==> src/rtl/demux_n_out.sv <==
// demux_n_out: 1-to-N valid/ready demultiplexer with a one-word holding
// register per channel. Words addressed to non-existent channels are
// discarded and counted in a saturating drop counter.
module demux_n_out #(
    parameter int DATA_W        = 10,
    parameter int N_OUT         = 4,
    parameter int SEL_W         = $clog2(N_OUT),
    parameter int SEL_FROM_DATA = 0,
    parameter int DROP_W        = 8
) (
    input  logic                    clk_i,
    input  logic                    rst_ni,
    input  logic                    in_valid_i,
    input  logic [DATA_W-1:0]       in_data_i,
    input  logic [SEL_W-1:0]        select_i,
    output logic                    in_ready_o,
    output logic [N_OUT*DATA_W-1:0] out_data_o,
    output logic [N_OUT-1:0]        out_valid_o,
    input  logic [N_OUT-1:0]        out_ready_i,
    output logic [DROP_W-1:0]       drop_count_o
);

    logic [SEL_W-1:0]  dest;
    logic [N_OUT-1:0]  hit;
    logic              in_range;
    logic              accept;
    logic [DROP_W-1:0] drop_q;
    logic [DROP_W-1:0] drop_d;

    // Destination comes either from the select port or from the class bits
    // at the top of the word.
    generate
        if (SEL_FROM_DATA != 0) begin : g_sel_data
            logic unused_select;
            assign unused_select = ^select_i;
            assign dest = in_data_i[DATA_W-1 -: SEL_W];
        end else begin : g_sel_port
            assign dest = select_i;
        end
    endgenerate

    // One-hot channel match; an out-of-range destination matches nothing.
    always_comb begin
        hit = '0;
        for (int k = 0; k < N_OUT; k++) begin
            hit[k] = (dest == SEL_W'(k));
        end
    end

    assign in_range = |hit;

    // Ready unless the target channel is full and not draining this cycle.
    // Out-of-range words are always taken so they can be discarded.
    assign in_ready_o = ~|(hit & out_valid_o & ~out_ready_i);
    assign accept     = in_valid_i & in_ready_o;

    generate
        for (genvar k = 0; k < N_OUT; k++) begin : g_ch
            logic [DATA_W-1:0] data_q;
            logic              valid_q;

            // Holding register: push wins over pop, so push+pop streams.
            always_ff @(posedge clk_i or negedge rst_ni) begin
                if (!rst_ni) begin
                    data_q  <= '0;
                    valid_q <= 1'b0;
                end else if (accept && hit[k]) begin
                    data_q  <= in_data_i;
                    valid_q <= 1'b1;
                end else if (valid_q && out_ready_i[k]) begin
                    valid_q <= 1'b0;
                end
            end

            assign out_data_o[k*DATA_W +: DATA_W] = data_q;
            assign out_valid_o[k]                 = valid_q;
        end
    endgenerate

    // Saturating increment on every discarded word.
    always_comb begin
        drop_d = drop_q;
        if (accept && !in_range && (drop_q != {DROP_W{1'b1}})) begin
            drop_d = drop_q + DROP_W'(1);
        end
    end

    // Drop counter register.
    always_ff @(posedge clk_i or negedge rst_ni) begin
        if (!rst_ni) begin
            drop_q <= '0;
        end else begin
            drop_q <= drop_d;
        end
    end

    assign drop_count_o = drop_q;

endmodule

==> config.mk <==
export PLATFORM = sky130hd
export DESIGN_NAME = demux_n_out
export DESIGN_NICKNAME = d
export VERILOG_FILES = /design/src/rtl/demux_n_out.sv
export SDC_FILE = /design/constraint.sdc
export NUM_CORES = 1
export LEC_CHECK = 0
export CAP_MARGIN = 30
export CORE_UTILIZATION = 40
export CTS_CLUSTER_SIZE = 12
export DETAILED_ROUTE_END_ITERATION = 16
export DONT_BUFFER_PORTS = 1
export GPL_ROUTABILITY_DRIVEN = 0
export PLACE_DENSITY = 0.65
export SLEW_MARGIN = 20
export SYNTH_ARGS = -nofsm -noshare
export SYNTH_HDL_FRONTEND = slang
export SYNTH_SLANG_ARGS = --single-unit
==> constraint.sdc <==
create_clock -name clk_i -period 1.55 [get_ports clk_i]
set_clock_uncertainty 0.15 [all_clocks]
set_input_delay 0.31 -clock clk_i [delete_from_list [all_inputs] [get_ports clk_i]]
set_output_delay 0.31 -clock clk_i [all_outputs]
set_load 0.02 [all_outputs]
* Word-level counts from Yosys, hierarchy flattened *
Index checks and enable logic that the tools add are counted.
Widths: inputs -> output; s select.

operators by class
  add/sub/neg operators = 1
  bitwise gates (word level) = 4
  mux-type cells = 8
  reduce and logical (&&, ||, !) cells = 19
  eq/ne operators = 4

operator list
  cell                 count
  $logic_and 1x1->1    10
  $add 8x1->8 const B  1
  $and 4x4->4          2
  $mux 1               8
  $ne 8x8->1 const B   1
  $reduce_bool 2->1    4
  $reduce_or 4->1      2
  $eq 2x2->1 const B   2
  $not 4->4            1
  $eq 2x1->1 const B   1
  $logic_not 1->1      2
  $logic_not 2->1      1
  $and 1x1->1          1

storage, ports and cells
  flip-flop bits (word level) = 52
  logic and storage cells = 45
  output and inout port bits = 53
  bits of input ports = 19

* Longest topological paths before layout *
  depth in word-level cells = 8
  mapped depth = 4
  gate-level depth less buffers = 3

* Least setup slack after synthesis *
No wires, ideal clock.

  path kind = input port to output port
  start = input out_ready_i[0]
  end = output in_ready_o
  cell stages on the path = 2
  setup slack = 0.034 ns
  arrival = 1.056 ns
  path buffers = 0
  required time = 1.090 ns
  path through = nand2b_1 > mux4_1

between the ends
  cells in the longest elaborated chain, start to end = 4

ends and longest elaborated chain
  element          RTL line  source
  from (decl)      19        input logic [N_OUT-1:0] out_ready_i,
  $not 4->4        54        assign in_ready_o = ~|(hit & out_valid_o & ~out_ready_i);
  $and 4x4->4      54
  $reduce_or 4->1  54
  $logic_not 1->1  54
  to (decl)        16        output logic in_ready_o,

Every way passes these cells.

* Final worst setup path *
  start = register g_ch[2].valid_q
  end = output in_ready_o

between the ends
  cells in the longest elaborated chain, start to end = 4

ends and longest elaborated chain
  element                    RTL line  source
  from (decl)                60        logic valid_q;
  from (signal assigned)     66        valid_q <= 1'b0;
  from (signal assigned)     69        valid_q <= 1'b1;
  from (signal assigned)     71        valid_q <= 1'b0;
  $and 4x4->4 (2 in series)  54
  $reduce_or 4->1            54
  $logic_not 1->1            54

Every way passes these cells.

==> flow_metrics.tcl <==
set metrics [dict create \
    grt_pass1_vias 1158 \
    fillCellCount 428 \
    hp-class "in -> async" \
    r2r_start "g_ch[2].valid_q$_DFFE_PN0P_" \
    syn_nets 144 \
    grt_overflow_total 0 \
    htreeDepth 2 \
    setup_viol 2 \
    chipHeight_um 72.95 \
    first_pass_iters 2 \
    tritoncts "yes" \
    cp-start-kind "flop" \
    stdcell_area_mm2 0.002444 \
    drv_cap 0 \
    initial_utilization_pct 42.07 \
    post-route-drc-count 0 \
    cts.sinks 52 \
    synth-seq-cells 52 \
    critical_path_class "reg -> out" \
    antenna_found_initial 0 \
    design.core.area_mm2 0.004786 \
    syn_inst 125 \
    synthToLayoutAreaGrowth_pct 21.38 \
    fmax_mhz 567.4 \
    fin_crit_ps 1763 \
    layout_common_cells "dfrtp_1 (52), mux2_2 (21), mux2_4 (19), dlygate4sd3_1 (19), buf_4 (8)" \
    ff2ff_path_depth 4 \
    num_io_pins 72 \
    violations "hold timing, setup timing" \
    status "finished with violations" \
    power_density_mw_per_mm2 1324 \
    dp_hpwl_um 2728 \
    hold_violations 52 \
    wl_per_cell_um 19.60 \
    cts.path.max_buffers 2 \
    multi_input_area_um2 669.4 \
    grtUsageTotal_pct 15.48 \
    die_area_mm2 0.005321 \
    hold_slack_ps -453.0 \
    layout-drive-gt1-share_pct 43.62 \
    synth_cell_type_count 17 \
    cts_buffers 5 \
    rows 25 \
    grt_pass1_wl_um 5920 \
    setup_ws_ps -212.5 \
    synth-seq-area-share_pct 64.64 \
    fin_crit_sh_pct 113.7 \
    synth_largest_area_cell "dfrtp_1" \
    clkLatencyLatePin_ps 290 \
    layout_commonest_cell "dfrtp_1" \
    yosys.area.top_type_share_pct 64.64 \
    postPlaceCellArea_mm2 0.002078 \
    worst_pin_slew_ps 248.6 \
    max_slew_margin_pct 83.43 \
    clock-root-buffer "clkbuf_8" \
    regArea_mm2 0.001301 \
    rsz0062_at_grt "true" \
    vias 1072 \
    portBuffers 0 \
    yosys_warnings 0 \
    startpoint "g_ch[2].valid_q$_DFFE_PN0P_" \
    p_leak_nw 1.122 \
    ant_nets 0 \
    synthTopCellsByArea "dfrtp_1 (65%), mux2_2 (17%), mux2_4 (6.7%), buf_4 (1.9%), buf_6 (1.7%)" \
    insertedDiodeCount 0 \
    syn_area_mm2 0.002013 \
    via_per_inst 4.963 \
    vdd_drop_max_uv 800.6 \
    dp_slack_ps -10.63 \
    cp_max_fo 3 \
    maxSlewViolCount 0 \
    crit_path_end_kind "output pin" \
    routed_wl_um 4234 \
    drt_iter0_drc 24 \
    clk_pin_slew_ps 90 \
    cp_data_arrival_time_ps 1300 \
    grt_max_degree 53 \
    synth_area_per_cell_um2 16.11 \
    finalNetCount 167 \
    crit_required_ps 1090 \
    die_width_um 72.95 \
]
==> path summary, 6_finish.rpt <==
path,slack [ps],end
max,-210,in_ready_o
min,-450,g_ch[2].data_q[8]$_DFFE_PN0P_
max reg2reg,0,g_ch[2].data_q[6]$_DFFE_PN0P_
min reg2reg,370,drop_count_o[5]$_DFFE_PN0P_
max in group asynchronous,1610,g_ch[1].valid_q$_DFFE_PN0P_
min in group clk_i,10,g_ch[1].data_q[2]$_DFFE_PN0P_
==> timing repair <==
| action | in CTS | in global routing |
|---|---|---|
| buffers inserted | 1 | 0 |
| setup endpoints to repair | 1 | 29 |
| gates cloned | 0 | 1 |
| hold buffers | 11 | 8 |
| pin swaps | 0 | 1 |
| gates resized for setup | 2 | 17 |
| hold endpoints to repair | 70 | 68 |
==> Yosys cell counts <==
| cell | n |
|---|---|
| mux4_1 | 1 |
| buf_6 | 3 |
| nor2b_2 | 1 |
| nand3b_1 | 1 |
| nor3b_2 | 1 |
| nand3_1 | 1 |
| o21ai_0 | 1 |
| nor2b_1 | 1 |
| buf_4 | 5 |
| dfrtp_1 | 52 |
| nand2b_1 | 4 |
| mux2_4 | 9 |
| and3_4 | 1 |
| clkbuf_1 | 8 |
| mux2_1 | 1 |
| nand2_1 | 5 |
| mux2_2 | 30 |
==> layer usage <==
metal	wire length [um]	GRT usage [%]
met4	47	5.229
met3	294	5.801
met5	0	0
met2	2149	26.48
met1	1742	17.89
==> kinds of logic after synthesis <==
group	after synthesis	share of synthesized area, %
AND/OR/NAND/NOR	15	4.723
multiplexers	41	25.36
flip-flops	52	64.64
AO/OA/AOI/OAI	1	0.2484
buffers and inverters	16	5.034
==> area by class of cell <==
class                   count  share of cell area [%]
repair buffers             31                   12.08
flip-flops and latches     52                   53.25
well taps                  67                   3.431
clock inverters             1                  0.3072
multi-input cells          58                   27.39
clock buffers               7                   3.533
==> stage by stage <==
stage | TNS (ps) | cells | power, mW | hold WS [ps] | utilization (%)
after floorplan | 0 | 125 | 2.293 | -135.6 | -
after global routing | -364.7 | 216 | 3.372 | -477.1 | 51.06
final | -213.4 | 216 | 3.235 | -453.0 | 51.06
after global placement | 0 | 187 | 2.363 | -134.2 | 43.42
after detailed placement | -10.63 | 187 | 2.395 | -134.6 | 43.42
after CTS | -214.6 | 207 | 3.204 | -464.5 | 47.82
==> where the power goes <==
part | switching [mW] | internal [mW] | total, mW
logic | 0.130 | 0.300 | 0.430
clock network | 0.411 | 0.363 | 0.774
registers | 0.448 | 1.58 | 2.03
==> state kept, by name, indices dropped and copies added (netlist names) <==
| register | cells |
|---|---|
| g_ch.data_q | 40 |
| drop_count_o | 8 |
| g_ch.valid_q | 4 |
==> critical path, stage by stage (launching register included) <==
cell and delay (ps):
dfrtp_1 360, nand2b_1 110, mux4_2 550
(Power assumes the default switching activity.)
